==> src/rtl/cdb_arbiter_pkg.sv <==
// Shared widths and source encoding for the common-data-bus arbiter.
package cdb_arbiter_pkg;

  localparam int CDB_DATA_W = 32;
  localparam int CDB_ADDR_W = 32;
  localparam int CDB_NICK_W = 4;
  localparam int CDB_DEPTH  = 2;

  typedef enum logic {
    CDB_SRC_ALU = 1'b0,
    CDB_SRC_LSB = 1'b1
  } cdb_src_e;

endpackage

==> src/rtl/cdb_fifo.sv <==
// Small result FIFO feeding the CDB arbiter; power-of-two depth so the
// pointers wrap by natural overflow, count carries one extra bit for full.
module cdb_fifo
  import cdb_arbiter_pkg::*;
#(
  parameter int W     = 8,
  parameter int DEPTH = CDB_DEPTH
) (
  input  logic                     clk,
  input  logic                     rst_n,
  input  logic                     push,
  input  logic                     pop,
  input  logic                     flush,
  input  logic [W-1:0]             push_data,
  output logic [$clog2(DEPTH):0]   count,
  output logic [W-1:0]             head
);

  localparam int PW = $clog2(DEPTH);
  localparam int CW = PW + 1;

  logic [W-1:0]  mem [DEPTH];
  logic [PW-1:0] head_ptr;
  logic [PW-1:0] tail_ptr;

  always_ff @(posedge clk or negedge rst_n) begin
    if (!rst_n) begin
      head_ptr <= '0;
      tail_ptr <= '0;
      count    <= '0;
    end else if (flush) begin
      head_ptr <= '0;
      tail_ptr <= '0;
      count    <= '0;
    end else begin
      if (push) tail_ptr <= tail_ptr + PW'(1);
      if (pop)  head_ptr <= head_ptr + PW'(1);
      case ({push, pop})
        2'b10:   count <= count + CW'(1);
        2'b01:   count <= count - CW'(1);
        default: ;
      endcase
    end
  end

  // Payload storage needs no reset; count alone says what is valid.
  always_ff @(posedge clk) begin
    if (push && !flush) mem[tail_ptr] <= push_data;
  end

  assign head = mem[head_ptr];

endmodule

==> src/rtl/cdb_arbiter.sv <==
// Round-robin arbiter between buffered ALU and LSB results, broadcasting
// one registered CDB beat per cycle to RS, SLB and ROB.
module cdb_arbiter
  import cdb_arbiter_pkg::*;
#(
  parameter int DATA_W = CDB_DATA_W,
  parameter int ADDR_W = CDB_ADDR_W,
  parameter int NICK_W = CDB_NICK_W,
  parameter int DEPTH  = CDB_DEPTH
) (
  input  logic              clk,
  input  logic              rst_n,
  input  logic              rdy,
  input  logic              iROB_clr,
  input  logic              iALU_en,
  input  logic [NICK_W-1:0] iALU_nick,
  input  logic [DATA_W-1:0] iALU_dt,
  input  logic              iALU_isBJ,
  input  logic [ADDR_W-1:0] iALU_j_pc,
  output logic              oALU_rdy,
  input  logic              iLSB_en,
  input  logic [NICK_W-1:0] iLSB_nick,
  input  logic [DATA_W-1:0] iLSB_dt,
  output logic              oLSB_rdy,
  output logic              oCDB_en,
  output logic [NICK_W-1:0] oCDB_nick,
  output logic [DATA_W-1:0] oCDB_dt,
  output logic              oCDB_isBJ,
  output logic [ADDR_W-1:0] oCDB_j_pc,
  output logic              oCDB_src
);

  localparam int CW = $clog2(DEPTH) + 1;
  localparam int AW = NICK_W + DATA_W + 1 + ADDR_W;
  localparam int LW = NICK_W + DATA_W;
  localparam logic [CW-1:0] CNT_FULL = CW'(DEPTH);

  logic          alive;
  logic          act;
  logic          flush;
  logic          alu_push;
  logic          lsb_push;
  logic          alu_pop;
  logic          lsb_pop;
  logic          alu_ne;
  logic          lsb_ne;
  logic          grant_alu;
  logic          grant_lsb;
  logic [CW-1:0] alu_cnt;
  logic [CW-1:0] lsb_cnt;
  logic [AW-1:0] alu_head;
  logic [LW-1:0] lsb_head;
  cdb_src_e      last_grant;

  assign act   = rdy && !iROB_clr;
  assign flush = rdy && iROB_clr;

  // Readiness looks only at registered counts, so a pop this cycle never
  // frees a slot combinationally back to RS issue.
  assign oALU_rdy = alive && act && (alu_cnt != CNT_FULL);
  assign oLSB_rdy = alive && act && (lsb_cnt != CNT_FULL);
  assign alu_push = iALU_en && oALU_rdy;
  assign lsb_push = iLSB_en && oLSB_rdy;

  assign alu_ne    = alu_cnt != '0;
  assign lsb_ne    = lsb_cnt != '0;
  assign grant_alu = alu_ne && (!lsb_ne || last_grant == CDB_SRC_LSB);
  assign grant_lsb = lsb_ne && !grant_alu;
  assign alu_pop   = act && grant_alu;
  assign lsb_pop   = act && grant_lsb;

  cdb_fifo #(.W(AW), .DEPTH(DEPTH)) u_alu_fifo (
    .clk       (clk),
    .rst_n     (rst_n),
    .push      (alu_push),
    .pop       (alu_pop),
    .flush     (flush),
    .push_data ({iALU_nick, iALU_dt, iALU_isBJ, iALU_j_pc}),
    .count     (alu_cnt),
    .head      (alu_head)
  );

  cdb_fifo #(.W(LW), .DEPTH(DEPTH)) u_lsb_fifo (
    .clk       (clk),
    .rst_n     (rst_n),
    .push      (lsb_push),
    .pop       (lsb_pop),
    .flush     (flush),
    .push_data ({iLSB_nick, iLSB_dt}),
    .count     (lsb_cnt),
    .head      (lsb_head)
  );

  // Holds both rdy outputs low until the first edge out of reset.
  always_ff @(posedge clk or negedge rst_n) begin
    if (!rst_n) alive <= 1'b0;
    else        alive <= 1'b1;
  end

  always_ff @(posedge clk or negedge rst_n) begin
    if (!rst_n) begin
      oCDB_en    <= 1'b0;
      oCDB_nick  <= '0;
      oCDB_dt    <= '0;
      oCDB_isBJ  <= 1'b0;
      oCDB_j_pc  <= '0;
      oCDB_src   <= CDB_SRC_ALU;
      last_grant <= CDB_SRC_LSB;
    end else if (flush) begin
      oCDB_en    <= 1'b0;
      last_grant <= CDB_SRC_LSB;
    end else if (act) begin
      oCDB_en <= grant_alu || grant_lsb;
      if (alu_ne && lsb_ne) last_grant <= grant_alu ? CDB_SRC_ALU : CDB_SRC_LSB;
      if (grant_alu) begin
        {oCDB_nick, oCDB_dt, oCDB_isBJ, oCDB_j_pc} <= alu_head;
        oCDB_src <= CDB_SRC_ALU;
      end else if (grant_lsb) begin
        {oCDB_nick, oCDB_dt} <= lsb_head;
        oCDB_isBJ <= 1'b0;
        oCDB_j_pc <= '0;
        oCDB_src  <= CDB_SRC_LSB;
      end
    end
  end

endmodule

==> config.mk <==
export PLATFORM = sky130hd
export DESIGN_NAME = cdb_arbiter
export DESIGN_NICKNAME = d
export VERILOG_FILES = /design/src/rtl/cdb_arbiter_pkg.sv /design/src/rtl/cdb_fifo.sv /design/src/rtl/cdb_arbiter.sv
export SDC_FILE = /design/constraint.sdc
export NUM_CORES = 1
export LEC_CHECK = 0
export ABC_AREA = 1
export ABC_CLOCK_PERIOD_IN_PS = 5900
export CAP_MARGIN = 15
export CORE_MARGIN = 4
export CORE_UTILIZATION = 54
export DETAILED_ROUTE_END_ITERATION = 10
export PLACE_DENSITY = 0.81
export SYNTH_ARGS = -nofsm -noshare
export SYNTH_HDL_FRONTEND = slang
export SYNTH_HIERARCHICAL = 1
export SYNTH_SLANG_ARGS = --single-unit
export TNS_END_PERCENT = 50
==> constraint.sdc <==
create_clock -name clk -period 5.9 [get_ports clk]
set_input_delay 1.18 -clock clk [delete_from_list [all_inputs] [get_ports clk]]
set_output_delay 1.18 -clock clk [all_outputs]
set_load 0.03 [all_outputs]
---- Word level (Yosys, flattened, before mapping) ----
Memory sizes are Yosys's and may differ from the RTL's.
Cells that the tools add are included.
storage, ports and cells
  bits in writable memories ............... 210
  bits in registers ....................... 81
  logic and storage cells ................. 96
  output and inout port bits .............. 73
  memories ................................ 2
  input port bits ......................... 111
cells by class
  muxes and demuxes ....................... 32
  add/sub/neg operators ................... 8
  eq/ne operators ......................... 6
  bitwise operators ....................... 1
  reduce and logical (&&, ||, !) cells .... 33
memories
  memory          depth  bits a word  rd ports  clocked after Yosys merged registers in  write ports  RTL line        RTL
  u_alu_fifo.mem  2      69           1         0                                        1            cdb_fifo.sv:22  logic [W-1:0] mem [DEPTH];
  u_lsb_fifo.mem  2      36           1         0                                        1            cdb_fifo.sv:22
operators with widths
  operator                                          number
  2-to-1 mux 32 bit                                 4
  2-to-1 mux 1 bit                                  22
  nonzero test 2 bit                                9
  logical AND 1 bit                                 14
  2-to-1 mux 4 bit                                  2
  one-hot mux 2 bit (2 select lines)                2
  nonzero test 3 bit                                2
  adder 1 bit, second input constant                4
  adder 2 x 1 -> 2 bit, second input constant       2
  == test 2 x 1 -> 1 bit, second input constant     2
  == test 2 bit, second input constant              2
  zero test 1 bit                                   4
  2-to-1 mux 2 bit                                  2
  inequality test 2 bit, second input constant      2
  subtractor 2 x 1 -> 2 bit, second input constant  2
  AND reduction 3 bit                               1
  logical OR 1 bit                                  2
  AND reduction 2 bit                               1
  inverter 1 bit                                    1

---- Logic depth before layout (Yosys ltp) ----
Gate-level depths: netlist of run 1.
  depth in word-level cells ............... 10
  mapped depth ............................ 11
  gate-level depth less buffers ........... 10

---- By module ----
Netlist of run 1, hierarchy kept.
modules (own cells, without submodules)
  module                  cells an instance  times used  seq. area each (um2)  area an instance (um2)
  cdb_fifo at u_alu_fifo  244                1           4244.1                5534.1
  cdb_arbiter             484                1           1828.0                3550.9
  cdb_fifo at u_lsb_fifo  141                1           2262.2                2880.3

---- Worst setup path before layout of run 1 ----
Ideal clock, no wire load.
  path type ............................... input-to-reg
  start ................................... input port rdy
  end ..................................... memory u_alu_fifo/mem[0][0] in the netlist's numbering (enable)
  buffers on the path ..................... 0
  required time ........................... 5.404 ns
  cell stages on the path ................. 7
  path slack .............................. 0.220 ns
  arrival time ............................ 5.184 ns
  library setup time ...................... 0.496 ns
  cells stage by stage .................... inv_2 > nor2_1 > nand2_1 > a21oi_1 > and2_1 > nand2_1 > nor2_1
between the ends
  cells in the longest elaborated chain, start to end .. 7
  elaborated cells between the ends (all ways) .. 9
  those cells by class .................... mux: 2; reduce/logical: 7
RTL lines
  element                                 RTL line           RTL
  start, declared                         cdb_arbiter.sv:13  input logic rdy,
  logical AND 1 bit                       cdb_arbiter.sv:55  assign act = rdy && !iROB_clr;
  logical AND 1 bit (2 in series)         cdb_arbiter.sv:60  assign oALU_rdy = alive && act && (alu_cnt != CNT_FULL);
  via oALU_rdy                            cdb_arbiter.sv:20  output logic oALU_rdy,
  logical AND 1 bit                       cdb_arbiter.sv:62  assign alu_push = iALU_en && oALU_rdy;
  via alu_push                            cdb_arbiter.sv:41  logic alu_push;
  logical AND 1 bit                       cdb_fifo.sv:48     if (push && !flush) mem[tail_ptr] <= push_data;
  2-to-1 mux 1 bit                        cdb_fifo.sv:48
  2-to-1 mux 1 bit (not written as such)  cdb_fifo.sv:48
  end, declared                           cdb_fifo.sv:22
The timed path passes the listed nets, and every way through them passes these cells.

---- Final worst setup path of run 1 ----
  start ................................... input port rdy
  end ..................................... output port oLSB_rdy
between the ends
  cells in the longest elaborated chain, start to end .. 3
RTL lines
  element                          RTL line           RTL
  logical AND 1 bit                cdb_arbiter.sv:55
  logical AND 1 bit (2 in series)  cdb_arbiter.sv:61  assign oLSB_rdy = alive && act && (lsb_cnt != CNT_FULL);
  end, declared                    cdb_arbiter.sv:24  output logic oLSB_rdy,
Every way passes these cells.

==> summary.txt, run 1 <==
Outcome
  – Status: finished clean

Pwr
  – Peak supply drop: 0.367 mV
  – Leakage: 6.18 nW
  – PwrDens: 464 nW/um^2

Cells and area
  – Most common cell after layout, fill and taps aside: nand2_1
  – Multi-input logic area: 2980 sq um
  – FF/Latch Area: 8340 sq um
  – Area Overhead vs Synth: 25.2%
  – Most frequent cells in the layout: nand2_1 (225), edfxtp_1 (210), clkdlybuf4s50_1 (182)
  – Non-Filler Instances: 1,361
  – Share of layout cells above drive strength 1: 0.163
  – Final net count: 1,167
  – # fillers: 1,501

STA
  – Final TNS setup: 0 ns
  – RSZ-0062 raised after global routing: no
  – Worst-Margin Slew: 1.10 ns
  – Clock Skew: 0.0125 ns
  – Max frequency: 223 MHz
  – Final setup viols: 0
  – Hold Fails Final Rpt: 0
  – Max transition margin: 0.265
  – Period utilization: 0.760
  – Min Tclk post-route: 4.48 ns
  – Final Max Tran Viols: 0

Global routing
  – Initial antenna violation count: 1
  – Number of global-route vias before repair: 7,465
  – First-pass GRT wire length: 39,000 um
  – Total global routing overflow: 0
  – GRT Util Overall: 0.203
  – Largest net degree at the start of global routing: 75

Synthesis
  – Top_reg_cell synth: edfxtp_1
  – Cells after Synth: 869
  – Synthesized net count: 980
  – Unique cell type count in the Yosys netlist: 24
  – Mapped Avg Cell Area: 13.8 sq um
  – Post-synth EDFFs: 210
  – Ys Warns: 6
  – Sequential area share after synthesis: 0.697
  – Syn Std Cell Area: 12,000 sq um
  – Flops & latches, synth: 291
  – Ys async rst share: 0.278

Route
  – Antenna viol nets, final: 0
  – DR vias: 7,147
  – Drt pass-1 iters: 5
  – 1st-iter DRT viols: 533
  – Wire length per cell: 18.6 um
  – Drt total wl: 25,200 um
  – Via density: 5.25
  – Residual DRC: 0

CTS
  – H-tree depth: 1
  – # hold bufs at CTS: 0
  – CTS tree: done
  – CTS resizes: 0
  – Worst skew pair latency: 0.54 ns
  – Clock net sink count: 291
  – Post-CTS Setup Inserts: 0
  – Clock Tree Buf Depth: 3
  – Number of buffers created by CTS: 30
  – Worst-path clk slew: 0.05 ns
  – Root Buffer Master: clkbuf_16

Placed design
  – GP Congestion: 0.780
  – Post-placement cell count: 1,302
  – DP Wirelength: 15,900 um
  – Number of port buffers: 183

Floorplanning
  – Initial core utilization: 0.548
  – DIE AREA: 24,600 sq um
  – Die Span X: 157 um
  – Num rows: 54
  – Die Ht: 157 um
  – Core Footprint: 21,800 sq um
  – I/O pin cnt: 184

Critical path
  – Worst setup SP type: primary input
  – Crit path max-delay cell type: clkdlybuf4s50_1
  – Crit-path max cell delay: 0.74 ns
  – Critical Path Sink Type: output pin
  – Setup slack, reg-to-reg: 3.10 ns
  – Worst EP required: 4.72 ns
  – WP data arrival: 3.30 ns
  – Most common cell on crit path: clkdlybuf4s50_1
  – CP max FO: 3
  – Reg2reg path depth: 8
  – Critical-path cell list: clkdlybuf4s50_1, inv_2, nor2_1, nand2_1, a21oi_1, clkdlybuf4s50_1
  – Setup CP Type: in -> out

Min path
  – Hold WC Path Type: reg -> reg
  – Hold Path Depth: 2

Job
  – Max-Cap Viols: 0
area by class of cell:
| cell class | count | area share |
|---|---|---|
| sequential | 291 | 0.557 |
| multi-input combinational | 447 | 0.199 |
| timing repair buffer | 192 | 0.129 |
| clock buffer | 40 | 0.0554 |
| inverter | 94 | 0.0236 |
| tap | 280 | 0.0234 |
| clock inverter | 16 | 0.0128 |
| antenna | 1 | 0.000167 |
metrics by stage:
step | setup WS [ns] | utilization | area [sq um] | power, W | hold WS (ns)
floorplan | 0.220 | - | 12000 | 0.00436 | 0.481
global placement | 1.49 | 0.638 | 13900 | 0.00501 | 0.462
detailed placement | 1.50 | 0.638 | 13900 | 0.00508 | 0.464
CTS | 1.49 | 0.684 | 14900 | 0.00702 | 0.480
global route | 1.36 | 0.686 | 15000 | 0.00728 | 0.499
finish | 1.42 | 0.686 | 15000 | 0.00696 | 0.475
kinds of logic (layout without fill, tap and decap cells):
logic type	count (synthesis)	in the layout	share of synthesized area
DFF	291	291	0.697
and+or+nand+nor	327	327	0.113
other	1	2	0.000313
AOI/OAI and AO/OA	14	14	0.00680
muxes	105	105	0.126
buffers and inverters	131	342	0.0577
routing by layer:
layer,routed length [um],GRT usage
met1,9670,0.260
met2,13400,0.364
met3,1610,0.0304
met4,610,0.0529
met5,0,0
synth_stat cells (2+ instances only):
cell | instances | area (sq um)
mux2_2 | 19 | 214
nor2_1 | 12 | 45.0
nand3_1 | 84 | 420
inv_2 | 4 | 15.0
edfxtp_1 | 210 | 6310
o21ai_0 | 6 | 30.0
a21oi_1 | 6 | 30.0
mux2_4 | 86 | 1290
buf_6 | 8 | 90.1
dfrtp_1 | 80 | 2000
nand2_1 | 226 | 848
and2_1 | 2 | 12.5
buf_2 | 17 | 85.1
clkbuf_1 | 4 | 15.0
inv_1 | 90 | 338
buf_12 | 7 | 140
registers in the layout (all words and copies together) (netlist names), 2 cells and up:
| signal | count |
|---|---|
| u_lsb_fifo/count | 2 |
| u_lsb_fifo/mem | 72 |
| oCDB_j_pc | 32 |
| oCDB_nick | 4 |
| u_alu_fifo/count | 2 |
| oCDB_dt | 32 |
| u_alu_fifo/mem | 138 |
report_power, final:
group	total, W	internal, W	switching (W)
combinational	0.00225	0.00101	0.00125
sequential	0.00278	0.00247	0.000307
clock	0.00192	0.00116	0.000760
total	0.00696	0.00464	0.00232
final timing paths:
kind / end / startpoint
worst max-delay path: oLSB_rdy / rdy
worst min-delay path: oCDB_dt[26]$_DFFE_PN0P_ / oCDB_dt[26]$_DFFE_PN0P_
worst max register to register: u_alu_fifo/count[1]$_DFFE_PN0P_ / u_lsb_fifo/count[1]$_DFFE_PN0P_
worst min register to register: oCDB_dt[26]$_DFFE_PN0P_ / oCDB_dt[26]$_DFFE_PN0P_
max in group asynchronous: u_alu_fifo/head_ptr$_DFFE_PN0P_ / rst_n
min in group asynchronous: oCDB_j_pc[7]$_DFFE_PN0P_ / rst_n
critical path: cells and delay by family:
kind                   cells  cell delay, ns
AND/OR/NAND/NOR            2            0.45
AO/OA/AOI/OAI              1            0.33
buffers and inverters      3            1.33
(Power assumes the default switching activity.)
==> run 2, diff against run 1 <==
- ABC_CLOCK_PERIOD_IN_PS: 5900 -> 4600
- clock period: 5.9 -> 4.6 ns (I/O delays scaled with it)
==> summary.txt, run 2 (synthesis results as in run 1) <==
Outcome
  – Status: finished clean

CTS
  – Post-CTS Setup Inserts: 0 (unchanged)
  – Root Buffer Master: clkbuf_16
  – Clock Tree Buf Depth: 3 (unchanged)
  – CTS resizes: 0 (unchanged)
  – Number of buffers created by CTS: 29 (-3.3%)
  – H-tree depth: 1 (unchanged)
  – CTS tree: done
  – # hold bufs at CTS: 0 (unchanged)
  – Worst skew pair latency: 0.54 ns (about the same)
  – Clock net sink count: 291 (unchanged)
  – Worst-path clk slew: 0.06 ns (about the same)

Global routing
  – First-pass GRT wire length: 39,200 um (+0.41%)
  – Total global routing overflow: 0 (unchanged)
  – Number of global-route vias before repair: 7,511 (+0.62%)
  – Initial antenna violation count: 0 (-1)
  – GRT Util Overall: 0.204 (+0.00130)
  – Largest net degree at the start of global routing: 61 (-19%)

Cells and area
  – Final net count: 1,169 (+0.17%)
  – Most common cell after layout, fill and taps aside: nand2_1
  – Most frequent cells in the layout: nand2_1 (225), edfxtp_1 (210), clkdlybuf4s50_1 (182)
  – Area Overhead vs Synth: 25.0%
  – Share of layout cells above drive strength 1: 0.162 (-0.00108)
  – Biggest regs: u_alu_fifo/mem (138), u_lsb_fifo/mem (72)
  – # fillers: 1,504 (+0.20%)
  – Max FFs per register: 138 (unchanged)
  – Register with the most flip-flops: u_alu_fifo/mem
  – Non-Filler Instances: 1,362 (+0.073%)

Critical path
  – Setup slack, reg-to-reg: 2.08 ns (-1.02 ns)
  – Reg2reg start: u_alu_fifo/count[0]$_DFFE_PN0P_
  – WP data arrival: 2.96 ns (-0.34 ns)
  – CP startpoint: rdy
  – Reg2reg path depth: 11 (+3)
  – Worst reg2reg endpoint: u_alu_fifo/count[1]$_DFFE_PN0P_
  – Worst setup SP type: primary input
  – Critical Path Sink Type: output pin
  – Worst EP required: 3.68 ns (-1.04 ns)
  – CP max FO: 3 (unchanged)
  – Crit path capture: oLSB_rdy
  – Setup CP Type: in -> out

Floorplanning
  – I/O pin cnt: 184 (unchanged)
  – Die Ht: 157 um (unchanged)
  – Initial core utilization: 0.548 (unchanged)
  – Die Span X: 157 um (unchanged)
  – DIE AREA: 24,600 sq um (unchanged)
  – Core Footprint: 21,800 sq um (unchanged)
  – Num rows: 54 (unchanged)

STA
  – Final Max Tran Viols: 0 (unchanged)
  – Period utilization: 0.845
  – Hold WS: 0.477 ns (+0.00171 ns)
  – Clock Skew: 0.0122 ns (-0.000355 ns)
  – Max frequency: 257 MHz
  – RSZ-0062 raised after global routing: no
  – Min Tclk post-route: 3.88 ns
  – Worst-Margin Slew: 1.14 ns (+0.0328 ns)
  – Final setup margin: 0.715 ns (-0.703 ns)
  – Final TNS setup: 0 ns (unchanged)
  – Max transition margin: 0.243 (-0.0219)
  – Hold Fails Final Rpt: 0 (unchanged)
  – Final setup viols: 0 (unchanged)

Pwr
  – Peak supply drop: 0.388 mV (+5.7%)
  – PwrDens: 597 nW/um^2 (+29%)
  – Leakage: 6.19 nW (about the same)
  – Total Power: 0.00893 W (+28%)

Route
  – 1st-iter DRT viols: 527 (-1.1%)
  – Residual DRC: 0 (unchanged)
  – Wire length per cell: 18.4 um (-0.60%)
  – Drt pass-1 iters: 5 (unchanged)
  – Antenna viol nets, final: 0 (unchanged)
  – DR vias: 7,061 (-1.2%)
  – Drt total wl: 25,100 um (-0.53%)
  – Via density: 5.18 (-1.3%)

Placed design
  – Number of port buffers: 183 (unchanged)
  – DP Wirelength: 15,600 um (-1.8%)
  – Setup WS pre-CTS: 0.743 ns (-0.754 ns)
  – Post-placement cell count: 1,307 (+0.38%)
  – GP Congestion: 0.796 (+2.1%)

Min path
  – Hold WC Path Type: reg -> reg

Job
  – Max-Cap Viols: 0 (unchanged)
-- run 2: changes by cell type in the layout (fill, tap and decap cells not counted), moves of 2 or more --
cell,change
clkbuf_16,-2
buf_4,+6
bufinv_16,+2
clkinv_1,+2
clkinvlp_4,-2
buf_12,-3
-- run 2: where the power goes --
group          leakage, nW  switching (W)  internal, W
clock network        0.489       0.000952      0.00153
registers             2.92       0.000396      0.00317
logic                 2.78        0.00159      0.00130
-- run 2: per-stage QoR --
| stage | utilization | instance area, sq um |
|---|---|---|
| after floorplan | - | 12000 |
| after detailed placement | 0.639 | 13900 |
| after global routing | 0.685 | 14900 |
| after global placement | 0.639 | 13900 |
| final | 0.685 | 15000 |
| after CTS | 0.685 | 14900 |
-- run 2: metal layers --
layer	share of wire	GRT usage	routed length, um
met5	0	0	0
met4	0.030	0.0731	749
met3	0.059	0.0301	1480
met2	0.51	0.354	12700
met1	0.40	0.264	10200
-- run 2: layout make-up --
cell class	instances	area (sq um)	area share
sequential	291	8340	0.558
multi-input combinational	447	2980	0.199
timing repair buffer	195	1920	0.128
clock buffer	38	779	0.0521
inverter	94	353	0.0236
tap	280	350	0.0234
clock inverter	16	230	0.0154
antenna	1	2.50	0.000167
-- run 2: critical path, stage by stage --
cell,delay [ns]
clkdlybuf4s50_1,0.52
inv_2,0.05
nor2_1,0.30
nand2_1,0.16
a21oi_1,0.27
clkdlybuf4s50_1,0.73
-- run 2: worst min path at each step --
stage	slack, ns	start	to	cells past startpoint
detailed placement	0.46	oCDB_nick[1]$_DFFE_PN0P_	oCDB_nick[1]$_DFFE_PN0P_	2
global placement	0.46	oCDB_dt[25]$_DFFE_PN0P_	oCDB_dt[25]$_DFFE_PN0P_	2
finish	0.48	oCDB_j_pc[4]$_DFFE_PN0P_	oCDB_j_pc[4]$_DFFE_PN0P_	2
CTS	0.48	oCDB_j_pc[4]$_DFFE_PN0P_	oCDB_j_pc[4]$_DFFE_PN0P_	2
floorplan	0.48	u_alu_fifo/tail_ptr$_DFFE_PN0P_	u_alu_fifo/tail_ptr$_DFFE_PN0P_	1
global route	0.50	oCDB_nick[1]$_DFFE_PN0P_	oCDB_nick[1]$_DFFE_PN0P_	2
==> run 3, diff against run 2 <==
- ABC_CLOCK_PERIOD_IN_PS: 4600 -> 3200
- CORE_UTILIZATION: 54 -> 49
- PLACE_DENSITY: 0.81 -> 0.78
- clock period: 4.6 -> 3.2 ns (I/O delays scaled with it)
==> summary.txt, run 3 (synthesis results as in run 1) <==
Pwr
  – Internal Power: 0.00864 W (+44%)
  – Total Power: 0.0129 W (+44%)
  – Clock share of power: 0.278 (about the same)
  – Psw: 0.00423 W (+44%)
  – Sequential power share: 0.396 (-0.004)
  – PwrDens: 846 nW/um^2 (+42%)
  – Combinational Power Share: 0.326 (+0.003)
  – Peak supply drop: 0.580 mV (+49%)
  – Sw Ratio: 0.329 (about the same)
  – Leakage: 6.27 nW (+1.4%)

Cells and area
  – # fillers: 1,705 (+13%)
  – Most frequent cells in the layout: nand2_1 (225), edfxtp_1 (210), clkdlybuf4s50_1 (180)
  – Final net count: 1,177 (+0.68%)
  – Max FFs per register: 138 (unchanged)
  – Register with the most flip-flops: u_alu_fifo/mem
  – Fin util: 0.640 (-0.0450)
  – Biggest regs: u_alu_fifo/mem (138), u_lsb_fifo/mem (72)
  – Area Overhead vs Synth: 27.1%
  – Diode count: 0 (-1)
  – Share of layout cells above drive strength 1: 0.179 (+0.0170)
  – Most common cell after layout, fill and taps aside: nand2_1

CTS
  – Worst skew pair latency: 0.54 ns (about the same)
  – H-tree depth: 1 (unchanged)
  – Worst-path clk slew: 0.06 ns (about the same)
  – Clock net sink count: 291 (unchanged)
  – Root Buffer Master: clkbuf_16
  – Post-CTS Setup Inserts: 0 (unchanged)
  – CTS tree: done
  – Clock Tree Buf Depth: 3 (unchanged)
  – CTS resizes: 0 (unchanged)
  – # hold bufs at CTS: 0 (unchanged)
  – Number of buffers created by CTS: 30 (+3.4%)

Floorplanning
  – I/O pin cnt: 184 (unchanged)
  – Die Span X: 164 um (+4.7%)
  – Die Ht: 164 um (+4.7%)
  – Core Footprint: 23,800 sq um (+8.8%)
  – Initial core utilization: 0.504 (-0.0445)
  – DIE AREA: 27,000 sq um (+9.7%)
  – Num rows: 56 (+3.7%)

Critical path
  – Most common cell on crit path: nand2_1
  – Setup CP Type: reg -> reg
  – Crit-path max cell delay: 0.84 ns (+0.11 ns)
  – Worst setup SP type: flop
  – Delay-heaviest family, CP: simple AND/OR/NAND/NOR gates
  – Crit path buffers/inverters: 1 (-2)
  – WP data arrival: 3.21 ns (+0.25 ns)
  – Critical-path cell list: o21ai_4, nand2_2, nor2_4, inv_1, nand2_1, nand3_1, nand2_1, o21ai_0
  – CP max FO: 37 (+34)
  – Critical Path Sink Type: flop
  – Worst EP required: 3.61 ns (-0.07 ns)
  – CP startpoint: u_lsb_fifo/count[1]$_DFFE_PN0P_
  – Setup slack, reg-to-reg: 0.40 ns (-1.68 ns)
  – Crit path max-delay cell type: o21ai_4
  – Reg2reg start: u_lsb_fifo/count[1]$_DFFE_PN0P_

Placed design
  – DP Wirelength: 16,400 um (+5.2%)
  – GP Congestion: 0.835 (+4.9%)
  – Number of port buffers: 183 (unchanged)

STA
  – RSZ-0062 raised after global routing: no
  – Clock Skew: 0.0127 ns (+0.000552 ns)
  – Hold WS: 0.158 ns (-0.318 ns)
  – Hold Fails Final Rpt: 0 (unchanged)
  – Period utilization: 0.876
  – Worst-Margin Slew: 1.10 ns (-0.0358 ns)
  – Final setup viols: 0 (unchanged)
  – Final TNS setup: 0 ns (unchanged)
  – Final Max Tran Viols: 0 (unchanged)
  – Max frequency: 357 MHz
  – Max transition margin: 0.267 (+0.0239)
  – Min Tclk post-route: 2.80 ns

Job
  – Max-Cap Viols: 0 (unchanged)

Outcome
  – Status: finished clean

Route
  – Via density: 4.93 (-4.9%)
  – Residual DRC: 0 (unchanged)
  – DR vias: 6,944 (-1.7%)
  – Drt total wl: 24,800 um (-1.2%)
  – 1st-iter DRT viols: 449 (-15%)
  – Antenna viol nets, final: 0 (unchanged)
  – Wire length per cell: 17.6 um (-4.5%)
  – Drt pass-1 iters: 5 (unchanged)

Global routing
  – Number of global-route vias before repair: 7,206 (-4.1%)
  – Total global routing overflow: 0 (unchanged)
  – Initial antenna violation count: 2 (+2)
  – First-pass GRT wire length: 38,400 um (-2.0%)
  – GRT Util Overall: 0.184 (-0.0208)
  – Largest net degree at the start of global routing: 55 (-9.8%)

Min path
  – Hold WC Path Type: in -> async
## run 3: final timing paths
check                           cells past startpoint                               to
worst min-delay path                                1        oCDB_j_pc[11]$_DFFE_PN0P_
min in group clk                                    2          oCDB_dt[25]$_DFFE_PN0P_
max in group asynchronous                           2        oCDB_j_pc[27]$_DFFE_PN0P_
worst min register to register                      2          oCDB_dt[25]$_DFFE_PN0P_
worst max register to register                      8  u_alu_fifo/count[0]$_DFFE_PN0P_
worst max-delay path                                8  u_alu_fifo/count[0]$_DFFE_PN0P_
## run 3: power groups by stage
stage / registers, W / logic [W] / clock network [W]
6_report: 0.00509 / 0.00419 / 0.00358
3_3_place_gp: 0.00515 / 0.00415 / 0
3_5_place_dp: 0.00516 / 0.00422 / 0
5_1_grt: 0.00517 / 0.00452 / 0.00384
2_1_floorplan: 0.00568 / 0.00237 / 0
4_1_cts: 0.00511 / 0.00423 / 0.00365
## run 3: cell type report
class | instances | area (sq um) | area share
multi-input cells | 447 | 2980 | 0.196
repair buffers | 202 | 2090 | 0.138
well taps | 319 | 399 | 0.0262
clock buffers | 37 | 828 | 0.0545
flip-flops and latches | 291 | 8340 | 0.548
clock inverters | 19 | 216 | 0.0142
inverters | 94 | 353 | 0.0232
## run 3: metrics by stage
step / worst slack (ns) / area (sq um) / instances
floorplan: -0.510 / 12000 / 869
global placement: 0.337 / 14200 / 1353
detailed placement: 0.258 / 14200 / 1353
CTS: 0.330 / 15200 / 1409
global route: 0.125 / 15200 / 1409
finish: 0.397 / 15200 / 1409
## run 3: layer usage
| layer | up-vias | wire length, um | global-route usage |
|---|---|---|---|
| met1 | 3375 | 10100 | 0.236 |
| met4 | 4 | 355 | 0.0355 |
| met2 | 194 | 12700 | 0.322 |
| li1 | 3337 | - | - |
| met3 | 34 | 1600 | 0.0429 |
| met5 | - | 24 | 0 |
